**src/rtl/led_share_arbiter_pkg.sv**
```systemverilog
// Shared types and helpers for the LED bank arbiter: FSM states, the
// all-off LED constant and the round-robin winner picker.
package led_arb_pkg;

  typedef enum logic [1:0] {IDLE, GRANT, GAP} arb_state_t;

  // LEDs are active-low, so all ones means the bank is dark.
  localparam logic [31:0] IDLE_LED_ALL_OFF = '1;

  localparam int MAX_REQ = 8;

  // Returns the one-hot winner: first set bit searching ptr+1, ptr+2, ... mod n.
  function automatic logic [MAX_REQ-1:0] rr_pick(input logic [MAX_REQ-1:0] req,
                                                 input logic [2:0] ptr,
                                                 input int n);
    logic [MAX_REQ-1:0] win;
    logic               found;
    logic [2:0]         idx;
    win   = '0;
    found = 1'b0;
    for (int k = 1; k <= MAX_REQ; k++) begin
      idx = 3'((int'(ptr) + k) % n);
      if (k <= n && !found && req[idx]) begin
        win[idx] = 1'b1;
        found    = 1'b1;
      end
    end
    return win;
  endfunction

endpackage

```
**src/rtl/led_share_arbiter_if.sv**
```systemverilog
// Request/grant/LED bundle between the pattern sources and the arbiter.
interface led_share_arbiter_if #(
  parameter int N = 3,
  parameter int W = 6
);
  logic [N-1:0]   req;
  logic [N*W-1:0] led_val;
  logic [N-1:0]   gnt;
  logic [W-1:0]   led;
  logic           busy;
  logic           revoked;

  modport master (output req, led_val, input gnt, led, busy, revoked);
  modport slave  (input req, led_val, output gnt, led, busy, revoked);
endinterface

```
**src/rtl/led_share_arbiter_hold_timer.sv**
```systemverilog
// Hold budget timer: a DIV-cycle tick prescaler feeding a tick counter that
// flags expiry on the last cycle of the MAX_HOLD-th tick.
module led_hold_timer #(
  parameter int DIV      = 27_000_000,
  parameter int MAX_HOLD = 4
) (
  input  logic sys_clk,
  input  logic sys_reset_n,
  input  logic start,
  input  logic run,
  output logic expire
);
  localparam int TW = (DIV > 1) ? $clog2(DIV) : 1;
  localparam int HW = $clog2(MAX_HOLD + 1);

  logic [TW-1:0] tick_cnt;
  logic [HW-1:0] hold_cnt;
  logic          tick_last;

  assign tick_last = (tick_cnt == TW'(DIV - 1));

  always_ff @(posedge sys_clk) begin
    if (!sys_reset_n || start) begin
      tick_cnt <= '0;
      hold_cnt <= '0;
    end else if (run) begin
      if (tick_last) begin
        tick_cnt <= '0;
        if (hold_cnt != HW'(MAX_HOLD)) hold_cnt <= hold_cnt + 1'b1;
      end else begin
        tick_cnt <= tick_cnt + 1'b1;
      end
    end
  end

  // Asserted on the edge where the hold count would reach MAX_HOLD.
  assign expire = run && tick_last && (hold_cnt == HW'(MAX_HOLD - 1));

endmodule

```
**src/rtl/led_share_arbiter.sv**
```systemverilog
// Round-robin owner of the LED bank: one requester at a time drives the LEDs,
// with a one-cycle dark gap between grants and a forced revoke on timeout.
module led_share_arbiter
  import led_arb_pkg::*;
#(
  parameter int           N        = 3,
  parameter int           W        = 6,
  parameter int           DIV      = 27_000_000,
  parameter int           MAX_HOLD = 4,
  parameter logic [W-1:0] IDLE_LED = W'(IDLE_LED_ALL_OFF)
) (
  input  logic               sys_clk,
  input  logic               sys_reset_n,
  led_share_arbiter_if.slave bus
);
  localparam int PW = $clog2(N);

  arb_state_t    state_q, state_d;
  logic [N-1:0]  gnt_q, gnt_d, gnt_pick;
  logic [W-1:0]  led_q, led_d, owner_led;
  logic          busy_q, busy_d, revoked_q, revoked_d;
  logic [PW-1:0] rr_ptr_q, rr_ptr_d, win_idx;
  logic          start, run, expire, owner_req;

  assign gnt_pick  = N'(rr_pick(MAX_REQ'(bus.req), 3'(rr_ptr_q), N));
  assign owner_req = |(bus.req & gnt_q);
  assign run       = (state_q == GRANT);

  // While granted, rr_ptr_q doubles as the owner index.
  always_comb begin
    owner_led = IDLE_LED;
    win_idx   = '0;
    for (int i = 0; i < N; i++) begin
      if (rr_ptr_q == PW'(i)) owner_led = bus.led_val[i*W +: W];
      if (gnt_pick[i])        win_idx   = PW'(i);
    end
  end

  led_hold_timer #(.DIV(DIV), .MAX_HOLD(MAX_HOLD)) u_timer (
    .sys_clk     (sys_clk),
    .sys_reset_n (sys_reset_n),
    .start       (start),
    .run         (run),
    .expire      (expire)
  );

  always_comb begin
    state_d   = state_q;
    gnt_d     = '0;
    led_d     = IDLE_LED;
    busy_d    = 1'b0;
    revoked_d = 1'b0;
    rr_ptr_d  = rr_ptr_q;
    start     = 1'b0;
    case (state_q)
      IDLE: begin
        if (|bus.req) begin
          state_d  = GRANT;
          gnt_d    = gnt_pick;
          busy_d   = 1'b1;
          rr_ptr_d = win_idx;
          start    = 1'b1;
        end
      end
      GRANT: begin
        // A release on the expiry edge wins, so no revoke pulse then.
        if (!owner_req) begin
          state_d = GAP;
        end else if (expire) begin
          state_d   = GAP;
          revoked_d = 1'b1;
        end else begin
          gnt_d  = gnt_q;
          busy_d = 1'b1;
          led_d  = owner_led;
        end
      end
      GAP:     state_d = IDLE;
      default: state_d = IDLE;
    endcase
  end

  always_ff @(posedge sys_clk) begin
    if (!sys_reset_n) begin
      state_q   <= IDLE;
      gnt_q     <= '0;
      led_q     <= IDLE_LED;
      busy_q    <= 1'b0;
      revoked_q <= 1'b0;
      rr_ptr_q  <= PW'(N - 1);
    end else begin
      state_q   <= state_d;
      gnt_q     <= gnt_d;
      led_q     <= led_d;
      busy_q    <= busy_d;
      revoked_q <= revoked_d;
      rr_ptr_q  <= rr_ptr_d;
    end
  end

  assign bus.gnt     = gnt_q;
  assign bus.led     = led_q;
  assign bus.busy    = busy_q;
  assign bus.revoked = revoked_q;

endmodule

```
**src/flat_wrapper.sv**
```systemverilog
// flat-port wrapper written by rule: the top's interface ports become plain ports
module led_share_arbiter_flat import led_arb_pkg::*;
#(
  parameter int           N        = 3,
  parameter int           W        = 6,
  parameter int           DIV      = 27_000_000,
  parameter int           MAX_HOLD = 4,
  parameter logic [W-1:0] IDLE_LED = W'(IDLE_LED_ALL_OFF)
)
  (sys_clk, sys_reset_n, bus_req, bus_led_val, bus_gnt, bus_led, bus_busy, bus_revoked);
  led_share_arbiter_if #(.N(N), .W(W)) bus_i ();
  input  logic sys_clk;
  input  logic sys_reset_n;
  input wire logic [$bits(bus_i.req)-1:0] bus_req;
  input wire logic [$bits(bus_i.led_val)-1:0] bus_led_val;
  output wire logic [$bits(bus_i.gnt)-1:0] bus_gnt;
  output wire logic [$bits(bus_i.led)-1:0] bus_led;
  output wire logic [$bits(bus_i.busy)-1:0] bus_busy;
  output wire logic [$bits(bus_i.revoked)-1:0] bus_revoked;
  assign bus_i.req = bus_req;
  assign bus_i.led_val = bus_led_val;
  assign bus_gnt = bus_i.gnt;
  assign bus_led = bus_i.led;
  assign bus_busy = bus_i.busy;
  assign bus_revoked = bus_i.revoked;
  led_share_arbiter #(.N(N), .W(W), .DIV(DIV), .MAX_HOLD(MAX_HOLD), .IDLE_LED(IDLE_LED)) u_core (.sys_clk(sys_clk), .sys_reset_n(sys_reset_n), .bus(bus_i));
endmodule
```
**config.mk**
```make
export PLATFORM = sky130hd
export DESIGN_NAME = led_share_arbiter_flat
export DESIGN_NICKNAME = d
export VERILOG_FILES = /design/src/rtl/led_share_arbiter_pkg.sv /design/src/rtl/led_share_arbiter_if.sv /design/src/rtl/led_share_arbiter_hold_timer.sv /design/src/rtl/led_share_arbiter.sv /design/src/flat_wrapper.sv
export SDC_FILE = /design/constraint.sdc
export NUM_CORES = 1
export LEC_CHECK = 0
export CAP_MARGIN = 30
export CORE_MARGIN = 4
export CORE_UTILIZATION = 45
export CTS_BUF_LIST = sky130_fd_sc_hd__clkbuf_4 sky130_fd_sc_hd__clkbuf_8
export DETAILED_ROUTE_END_ITERATION = 7
export PLACE_DENSITY_LB_ADDON = 0.3
export SLEW_MARGIN = 10
export SYNTH_ARGS = -nofsm -noshare
export SYNTH_HDL_FRONTEND = slang
export SYNTH_SLANG_ARGS = --single-unit
```
**constraint.sdc**
```tcl
create_clock -name sys_clk -period 3.2 [get_ports sys_clk]
set_clock_uncertainty 0.1 [all_clocks]
set_input_delay 0.8 -clock sys_clk [delete_from_list [all_inputs] [get_ports sys_clk]]
set_output_delay 0.8 -clock sys_clk [all_outputs]
set_load 0.01 [all_outputs]
```
Word-level counts from Yosys, hierarchy flattened
Cells that the tools add are included.
{ "op_classes": {"n_eq_ne": 8, "div": 3, "mux": 37, "bitwise_logic": 6, "n_reduce_logical": 20, "add_sub_neg": 5, "order_cmp": 6} }
{ "op_table": {"columns": ["op", "count"], "rows": [
  ["$mod 32x3->32 const B", 3],
  ["$add 25x1->25 const B", 1],
  ["$eq 25x25->1 const B", 1],
  ["$mux 25", 1],
  ["$mux 3", 6],
  ["$mux 6", 3],
  ["$mux 1", 14],
  ["$lt 3x4->1 const B", 3],
  ["$bmux 1 s3", 3],
  ["$demux 1 s3", 3],
  ["$ge 3x1->1 const B", 3],
  ["$mux 2", 4],
  ["$logic_and 1x1->1", 7],
  ["$add 2x2->3 const B", 2],
  ["$or 3x3->3", 2],
  ["$pmux 3 s2", 1],
  ["$reduce_and 3->1", 2],
  ["$reduce_or 3->1", 2],
  ["$eq 2x1->1 const B", 2],
  ["$logic_not 2->1", 2],
  ["$pmux 2 s2", 1],
  ["$reduce_and 2->1", 2],
  ["$reduce_or 4->1", 1],
  ["$add 2x1->3 const B", 1],
  ["11 further kinds", 15]
]} }
{ "totals": {"out_inout_bits": 11, "elab_cells": 93, "regBits": 43} }

Logic depth before layout (Yosys ltp)
{ "logic_depth": {"word_depth": 13, "mapped_depth": 9} }

Hierarchy
A second synthesis with hierarchy kept.
{ "hier_totals": {"hier_cells": 260, "area_unflattened_um2": 2290.9} }
{ "modules_own_cells": {"columns": ["module", "cells_per_inst", "instances", "area_each_um2"], "rows": [
  ["led_hold_timer", 161, 1, 1383.8],
  ["led_share_arbiter", 99, 1, 907.1]
]} }

Worst setup path before layout
No wires, ideal clock.
{ "synth_timing": {"kind": "input-to-reg", "from": "input port bus_req[1]", "to": "register u_core.u_timer.tick_cnt[0]", "path_stages": 7, "setup_slack_ps": 915, "n_path_buf": 3, "t_arrival_ps": 2121, "setup_ps": 64, "cell_sequence": "clkbuf_1 > o31ai_1 > nand2_1 > or2_1 > buf_6 > buf_12 > nor2_1"} }
{ "synth_between": {"elab_chain_len": 4} }
{ "synth_rtl": {"columns": ["item", "line_no", "rtl"], "rows": [
  ["start, declared", "flat_wrapper.sv:14", "input wire logic [$bits(bus_i.req)-1:0] bus_req;"],
  ["$reduce_or 3->1", "led_share_arbiter.sv:57", "if (|bus.req) begin"],
  ["$mux 1", "led_share_arbiter.sv:57", null],
  ["$mux 1", "led_share_arbiter.sv:55", "case (state_q)"],
  ["$logic_or 1x1->1", "led_share_arbiter_hold_timer.sv:23", "if (!sys_reset_n || start) begin"],
  ["end signal, assigned", "led_share_arbiter_hold_timer.sv:31", "tick_cnt <= tick_cnt + 1'b1;"],
  ["end, declared", "led_share_arbiter_hold_timer.sv:16", "logic [TW-1:0] tick_cnt;"]
]} }
Every way passes these cells.
A chain may end at the register's enable or synchronous reset.

Worst setup path after layout
{ "layout_timing": {"from": "input port bus_req[1]", "to": "register u_core.led_q[5] (netlist: u_core.bus.led[5])"} }
{ "layout_between": {"elab_chain_len": 4} }
{ "layout_rtl": {"columns": ["item", "line_no", "rtl"], "rows": [
  ["$and 3x3->3", "led_share_arbiter.sv:26", "assign owner_req = |(bus.req & gnt_q);"],
  ["$reduce_or 3->1", "led_share_arbiter.sv:26", null],
  ["$not 1->1 (no source line)", null, null],
  ["$reduce_or 4->1 (no source line)", null, null],
  ["end signal, assigned", "led_share_arbiter.sv:94", "led_q <= led_d;"],
  ["end, declared", "led_share_arbiter.sv:20", "logic [W-1:0] led_q, led_d, owner_led;"]
]} }
Every way passes these cells.

==> metrics.cfg <==
[status]
outcome=finished, final reports clean

[drt]
vias=1958
viasPerCell=5.22
routedWlPerCell_um=12.8
ant_nets=0
remaining_drc_errors=0
wirelength_mm=4.80
drt_iter0_drc=94
dr.pass1.iters=4

[synth]
yosysWarnings=0
yosys.area.top_type=dfxtp_1
synthTopCellsByArea=dfxtp_1, nor2_1, ha_1, xnor2_1, nand2_1
synth_cells=276
seq_area_frac_synth=0.358
syn_area_mm2=0.00241
syn_nets=311
ys_types=52
avgSynthCellArea_um2=8.72
synth_seq_cells=43
synthFlopType=dfxtp_1
synthArstFlopShare=0
netlist.area_leader.share=0.358
synth_edf_count=0

[clocking]
cts_sinks=43
cts_tree=yes
cts_hold_buf=0
clk_pin_slew_ns=0.08
post_cts_resized=0
postCtsSetupBuffers=0
cts_made_buffers=5
clock_latency_ns=0.30
h-tree-depth=2
cts_buffer_depth=2
cts-root-buf=clkbuf_8

[setup_path]
crit_fanout=9
worst-endpoint-arrival_ns=2.52
worstReg2RegStart=u_core.rr_ptr_q[1]
critPathCaptureType=flip-flop
crit_type=in2reg
cp_num_buf_inv=1
slowest_stage=clkdlybuf4s50_1
crit_chain=clkdlybuf4s50_1, a222oi_1, or3_2, nor2_2, o211ai_1
required_ns=3.27
crit_path_max_incr_delay_ns=0.61
crit_path_start=bus_req[1]
critPathLaunchType=input port
crit_family=simple AND/OR/NAND/NOR gates

[layout]
register_area_um2=861
utilization=0.548
final_net_count=339
layout_common_cells=dfxtp_1, nor2_1, clkdlybuf4s50_1, nand2_1, inv_1
final_common_cell=dfxtp_1
fin_area_mm2=0.00282
fillers=503
layout-area-overhead-vs-synth_pct=17.2
n_antenna_cell=0
multi_input_area_mm2=0.00137
drive_above_1_share=0.0623

[hold_path]
hp-class=reg2reg
hold_start=u_core.u_timer.tick_cnt[1]

[global_route]
first_global_vias=1890
grt_pass1_wl_mm=8.28
antenna_found_initial=0
grt_usage=0.161
grt_max_degree=26
grt_overflow_total=0

[sta]
hold_viol=0
worst_pin_slew_ns=0.858
finalCritPeriodShare=0.766
min_period_ns=2.45
setup_viol=0
final_max_slew_viol_count=0
relSlewSlack=0.423
grt_setup_unrepaired=false
fmax_mhz=408
setup_tns_ns=0
fin_ws_ns=0.747

[placed_design]
place_ws_ns=0.423
dpl-instance-area_mm2=0.00273
dpl.hpwl_mm=3.56
port_buffers=33
gp_congestion=0.899

[pwr]
p_leak_uw=0.000971
swShare=0.337
internal-power_uw=894
p_seq_frac=0.433
power_density_mw_per_mm2=478
power_frac_clock=0.255
peakVddDrop_uv=322
power_switching_uw=454
p_comb_frac=0.313

[floorplan]
core_area_mm2=0.00514
die_w_um=81.1
num_io_pins=34
rows=26
die_area_mm2=0.00658
die_h_um=81.1
start_util=0.468

[flow_run]
drv_cap=0

worst register-to-register path, cell delays in order (launching register included):
cell	delay, ns
dfxtp_1	0.35
inv_1	0.15
ha_1	0.56
mux2i_1	0.26
o22ai_1	0.12
and3_1	0.24
and3_1	0.16
a2111oi_0	0.30
worst paths after layout:
kind	to	slack (ns)	cells after the start
worst max-delay path	u_core.bus.led[5]	0.75	5
worst min-delay path	u_core.u_timer.tick_cnt[1]	0.38	2
worst min register to register	u_core.u_timer.tick_cnt[1]	0.38	2
worst max register to register	u_core.rr_ptr_q[0]	0.85	7
state kept, by name, indices dropped and copies added (netlist names):
register	cells
u_core.u_timer.hold_cnt	3
u_core.bus.gnt	3
u_core.state_q	2
u_core.bus.led	6
u_core.bus.revoked	1
u_core.rr_ptr_q	2
u_core.u_timer.tick_cnt	25
u_core.bus.busy	1
through the flow:
step	total power, uW	cells	hold WS, ns
finish	1350	375	0.377
global route	1430	375	0.413
CTS	1350	375	0.382
detailed placement	1010	367	0.370
global placement	1010	367	0.362
floorplan	906	276	0.352
power by group through the flow:
stage	clock network, uW	logic [uW]	registers [uW]
final	344	422	584
after global routing	375	469	586
after CTS	353	418	583
after detailed placement	0	417	595
after global placement	0	416	596
after floorplan	0	311	596
layer usage:
layer | track usage | wire (um)
met1 | 0.206 | 2350
met2 | 0.264 | 2240
met3 | 0.0366 | 134
met4 | 0.0625 | 70
met5 | 0 | 0
cells by family after synthesis:
kind of cell | synth area share
AO/OA/AOI/OAI | 0.128
XOR/XNOR | 0.0874
adder cells (fa/ha/maj) | 0.0624
buffers and inverters | 0.0733
flip-flops | 0.358
multiplexers | 0.0291
AND/OR/NAND/NOR | 0.262
cells in the mapped netlist, types with 2 or more instances:
cell and n:
dfxtp_1 43, nor2_1 41, nand2_1 26, inv_1 18
xnor2_1 14, ha_1 12, nand4_1 12, a21oi_1 11
xor2_1 10, clkbuf_1 7, mux2i_1 7, and3_1 6
a221oi_1 5, nor3_1 5, nand2b_1 4, buf_6 3
nand3_1 3, nand4b_1 3, o22ai_1 3, buf_12 2
nor3b_1 2, nor4_4 2, o211ai_1 2, o221ai_1 2
o2bb2ai_1 2, o31a_1 2, o31ai_1 2, or2_1 2
or3_2 2
layout make-up:
cell class              count  share of cell area
multi-input cells         201               0.486
flip-flops and latches     43               0.305
repair buffers             35               0.123
well taps                  70              0.0311
clock buffers               5              0.0244
inverters                  18              0.0240
clock inverters             3             0.00710
Power figures use the tool's default switching activity.
